**config.mk**
```make
export PLATFORM = sky130hd
export DESIGN_NAME = seven_segment_reader
export DESIGN_NICKNAME = d
export VERILOG_FILES = /design/src/rtl/seven_segment_reader.sv
export SDC_FILE = /design/constraint.sdc
export NUM_CORES = 1
export LEC_CHECK = 0
export BUFFER_PORTS_ARGS = -buffer_cell sky130_fd_sc_hd__buf_4
export CAP_MARGIN = 20
export CELL_PAD_IN_SITES_DETAIL_PLACEMENT = 1
export CELL_PAD_IN_SITES_GLOBAL_PLACEMENT = 1
export CORE_AREA = 2 2 74 84
export CTS_CLUSTER_DIAMETER = 40
export CTS_CLUSTER_SIZE = 14
export DETAILED_ROUTE_END_ITERATION = 8
export DIE_AREA = 0 0 76 86
export PLACE_DENSITY = 0.78
export SLEW_MARGIN = 25
export SYNTH_ARGS = -nofsm -noshare
export SYNTH_HDL_FRONTEND = slang
export SYNTH_SLANG_ARGS = --single-unit
```
**constraint.sdc**
```tcl
create_clock -name clk -period 2.6 [get_ports clk]
set_input_delay 0.26 -clock clk [delete_from_list [all_inputs] [get_ports clk]]
set_output_delay 0.26 -clock clk [all_outputs]
set_load 0.05 [all_outputs]
```
**src/rtl/seven_segment_reader.sv**
```systemverilog
// Seven-segment bus reader: synchronizes, debounces and decodes a segment pattern to hex.
// Define SEVEN_SEGMENT_READER_COUNT_EN to include the 8-bit valid-update counter.
module seven_segment_reader #(
  parameter int unsigned STABLE_CYCLES = 4
) (
  input  logic       clk,
  input  logic       rst_n,
  input  logic       ena,
  input  logic [7:0] seg_in,
  input  logic       count_clr,
  output logic [3:0] digit,
  output logic       valid,
  output logic       error,
  output logic       dp,
  output logic       change,
  output logic [7:0] count
);

  localparam logic [7:0] CNT_MAX = 8'(STABLE_CYCLES - 1);

  logic [7:0] s1, s2, cand, acc, cnt;
  logic       accept;
  logic [3:0] dec_digit;
  logic       dec_valid, dec_error;

  always_ff @(posedge clk or negedge rst_n) begin
    if (!rst_n) begin
      s1   <= '0;
      s2   <= '0;
      cand <= '0;
      cnt  <= '0;
    end else if (ena) begin
      s1 <= seg_in;
      s2 <= s1;
      if (s2 != cand) begin
        cand <= s2;
        cnt  <= '0;
      end else if (cnt != CNT_MAX) begin
        cnt <= cnt + 8'd1;
      end
    end
  end

  // Decoding cand rather than acc lets the outputs load in the same edge as acc.
  assign accept = (cnt == CNT_MAX) && (s2 == cand) && (cand != acc);

  always_comb begin
    dec_digit = '0;
    dec_valid = 1'b1;
    dec_error = 1'b0;
    case (cand[6:0])
      7'h3F: dec_digit = 4'h0;
      7'h06: dec_digit = 4'h1;
      7'h5B: dec_digit = 4'h2;
      7'h4F: dec_digit = 4'h3;
      7'h66: dec_digit = 4'h4;
      7'h6D: dec_digit = 4'h5;
      7'h7D: dec_digit = 4'h6;
      7'h07: dec_digit = 4'h7;
      7'h7F: dec_digit = 4'h8;
      7'h6F: dec_digit = 4'h9;
      7'h77: dec_digit = 4'hA;
      7'h7C: dec_digit = 4'hB;
      7'h39: dec_digit = 4'hC;
      7'h5E: dec_digit = 4'hD;
      7'h79: dec_digit = 4'hE;
      7'h71: dec_digit = 4'hF;
      7'h00: dec_valid = 1'b0;
      default: begin
        dec_valid = 1'b0;
        dec_error = 1'b1;
      end
    endcase
  end

  always_ff @(posedge clk or negedge rst_n) begin
    if (!rst_n) begin
      acc    <= '0;
      digit  <= '0;
      valid  <= 1'b0;
      error  <= 1'b0;
      dp     <= 1'b0;
      change <= 1'b0;
    end else if (!ena) begin
      change <= 1'b0;
    end else begin
      change <= accept;
      if (accept) begin
        acc   <= cand;
        digit <= dec_digit;
        valid <= dec_valid;
        error <= dec_error;
        dp    <= cand[7];
      end
    end
  end

`ifdef SEVEN_SEGMENT_READER_COUNT_EN
  always_ff @(posedge clk or negedge rst_n) begin
    if (!rst_n) begin
      count <= '0;
    end else if (ena) begin
      if (count_clr) begin
        count <= '0;
      end else if (accept && dec_valid) begin
        count <= count + 8'd1;
      end
    end
  end
`else
  logic unused_count_clr;
  assign unused_count_clr = count_clr;
  assign count = '0;
`endif

endmodule
```
==> metrics.txt <==
clk sinks=47; Max Used Layer=met4; Post-DP HPWL=3.28 mm; initial antenna violation count=0; FP Rows=29; Final Hold Vio Count=0; most common cell after layout, fill and taps aside=dfrtp_1; Worst Hold Class=in -> reg; GP Congestion=0.754; Avg Cell Area, Syn=11.6 um2; vias in the first global route=1751; Worst R2R Setup Slack=0.36 ns; pin count of the biggest net entering global routing=48; share of cells above drive strength 1=0.328; Slew headroom=0.606; global route overflow=0; R2R Path Start=cand[7]; chip width=76 um; yosys warns=0; top_reg_cell synth=dfrtp_1; Comb pwr share=0.265; count of final setup violators=0; Setup Skew=0.00890 ns; DRT antenna net count=0; Initial Util=0.463; fmax=446 MHz; mapped cell area=0.00260 mm2; fin area=0.00283 mm2; PwrDens=605 mW/mm2; Die Y=86 um; unrepaired setup endpoints after global routing=false; EDFF count, synth=0; measured slew at the worst slew-check pin=0.591 ns; CP Class=reg -> reg; Vias per Instance=5.35; clk_lat worst skew=0.30 ns; total negative slack=0 ns; synthesized flop and latch total=47; crit path time final=2.24 ns; crit path DAT=2.42 ns; status=completed; DRC viols=0; HP Start=seg_in[5]; I/O Pins=28; die area=0.00654 mm2; All-Layer GR Usage=0.156; ant diodes=0; FFs w/ async S/R, synth=1.00; switch share=0.313; Area after DPL=0.00274 mm2; wl on met1=2.19 mm; clock root buffer=clkbuf_8; # hold bufs at CTS=1; hold depth=2; synthesis-to-layout area growth=8.79%; Post-Synthesis Cells=225; Cell variety after synth=44; sequential share of power=0.491; H-tree depth=2; Resized cells post-CTS=0; sequential share of the synthesized area=0.451; DR WL met3=121 um; I/O Buffers=18; wirelength, routed=4.72 mm; pins over their slew limit=0; Clock Tree Buf Depth=2; crit path max fanout=14; TritonCTS clock tree=built; Nets=254; routed wl met2=2.35 mm; core box area=0.00562 mm2; filler instances=613; period utilisation layout=0.863; Max VDD drop=315 uV; Worst-path clk slew=0.09 ns; CTS buffer count=5; hold endpoint=s1[5]; global-route wire length before repair=8.30 mm; Routed WL per cell=14.8 um; Leakage=1.26 nW; Crit. End Element=flop; DRT iter0 DRCs=43; Pint=0.00118 W; max cap viols=0; clock power share=0.244; RR Endpoint=digit[1]; setup repair bufs after CTS=0; most frequent cells in the layout=dfrtp_1, mux2_2, buf_4; NetSw=0.000537 W; critical path required time=2.78 ns; FF-to-FF path depth=5; vias=1701; Critical Path Start Type=flop; drt first pass iters=4
-- state kept, by name, indices dropped and copies added, names as in the netlist --
| register | flops |
|---|---|
| dp | 1 |
| cnt | 8 |
| cand | 8 |
| valid | 1 |
| error | 1 |
| s2 | 8 |
| acc | 7 |
| s1 | 8 |
| change | 1 |
| digit | 4 |
-- final cells by class --
type,count,area [um2],share of cell area
multi-input cells,154,1250,0.442
clock buffers,5,68.8,0.0243
flip-flops and latches,47,1180,0.415
inverters,6,22.5,0.00795
repair buffers,27,205,0.0724
clock inverters,2,13.8,0.00486
well taps,77,96.3,0.0340
-- layer usage --
layer / global-route usage / vias up
li1: - / 814
met1: 0.189 / 858
met2: 0.284 / 23
met3: 0.0284 / 6
met4: 0.0496 / 0
met5: 0 / -
-- synth_stat cells (all sizes together) (2+ instances only) --
| cell type | count | share of area |
|---|---|---|
| and3 | 4 | 0.0096 |
| buf | 17 | 0.058 |
| clkbuf | 8 | 0.012 |
| dfrtp | 47 | 0.45 |
| inv | 6 | 0.0086 |
| mux2 | 36 | 0.17 |
| mux2i | 3 | 0.012 |
| nand2 | 11 | 0.016 |
| nand2b | 4 | 0.0096 |
| nand3 | 7 | 0.013 |
| nand3b | 2 | 0.0058 |
| nand4 | 7 | 0.022 |
| nand4b | 3 | 0.010 |
| nor2 | 4 | 0.0058 |
| nor3 | 5 | 0.0096 |
| nor3b | 4 | 0.012 |
| nor4 | 2 | 0.0048 |
| o21ai | 9 | 0.017 |
| o22ai | 5 | 0.012 |
| o31ai | 4 | 0.012 |
| or4b | 4 | 0.017 |
| xnor2 | 18 | 0.072 |
-- how the worst max path moves through the flow --
| stage | endpoint | start |
|---|---|---|
| 2_1_floorplan | acc[4] | cand[6] |
| 3_3_place_gp | valid | cand[7] |
| 3_5_place_dp | acc[4] | s2[1] |
| 4_1_cts | digit[1] | cand[7] |
| 5_1_grt | digit[2] | cand[7] |
| 6_report | digit[1] | cand[7] |
-- metrics by stage --
step	power [W]	setup slack, ns	util	hold slack [ns]	cells
3_5_place_dp	0.00131	0.386	0.487	0.311	310
2_1_floorplan	0.00122	0.263	-	-0.0356	232
3_3_place_gp	0.00129	0.420	0.487	0.306	310
5_1_grt	0.00181	0.287	0.504	0.189	318
6_report	0.00171	0.357	0.504	0.193	318
4_1_cts	0.00174	0.366	0.504	0.183	318
-- power groups by stage --
stage | clock [W] | combinational (W) | sequential (W)
6_report | 0.000419 | 0.000454 | 0.000841
5_1_grt | 0.000458 | 0.000500 | 0.000852
4_1_cts | 0.000437 | 0.000460 | 0.000843
3_5_place_dp | 0 | 0.000456 | 0.000857
3_3_place_gp | 0 | 0.000441 | 0.000851
2_1_floorplan | 0 | 0.000375 | 0.000842
-- worst max-delay path, stage by stage (launching register included) --
cell and delay [ns]:
dfrtp_1 0.44, xnor2_1 0.21, nand4_2 0.18, or2_1 0.28
or4b_4 0.67, mux2_4 0.34
-- kinds of logic (layout without fill, tap and decap cells) --
| kind of cell | after synthesis | count (layout) | synth area share |
|---|---|---|---|
| AND/OR/NAND/NOR | 62 | 62 | 0.149 |
| flip-flops | 47 | 47 | 0.451 |
| multiplexers | 39 | 39 | 0.179 |
| buffers and inverters | 31 | 40 | 0.0783 |
| AO/OA/AOI/OAI | 26 | 26 | 0.0644 |
| XOR/XNOR | 18 | 18 | 0.0720 |
| adder cells (fa/ha/maj) | 1 | 1 | 0.00480 |
| other | 1 | 8 | 0.00144 |
No activity file was read; power rests on OpenSTA's default activity.
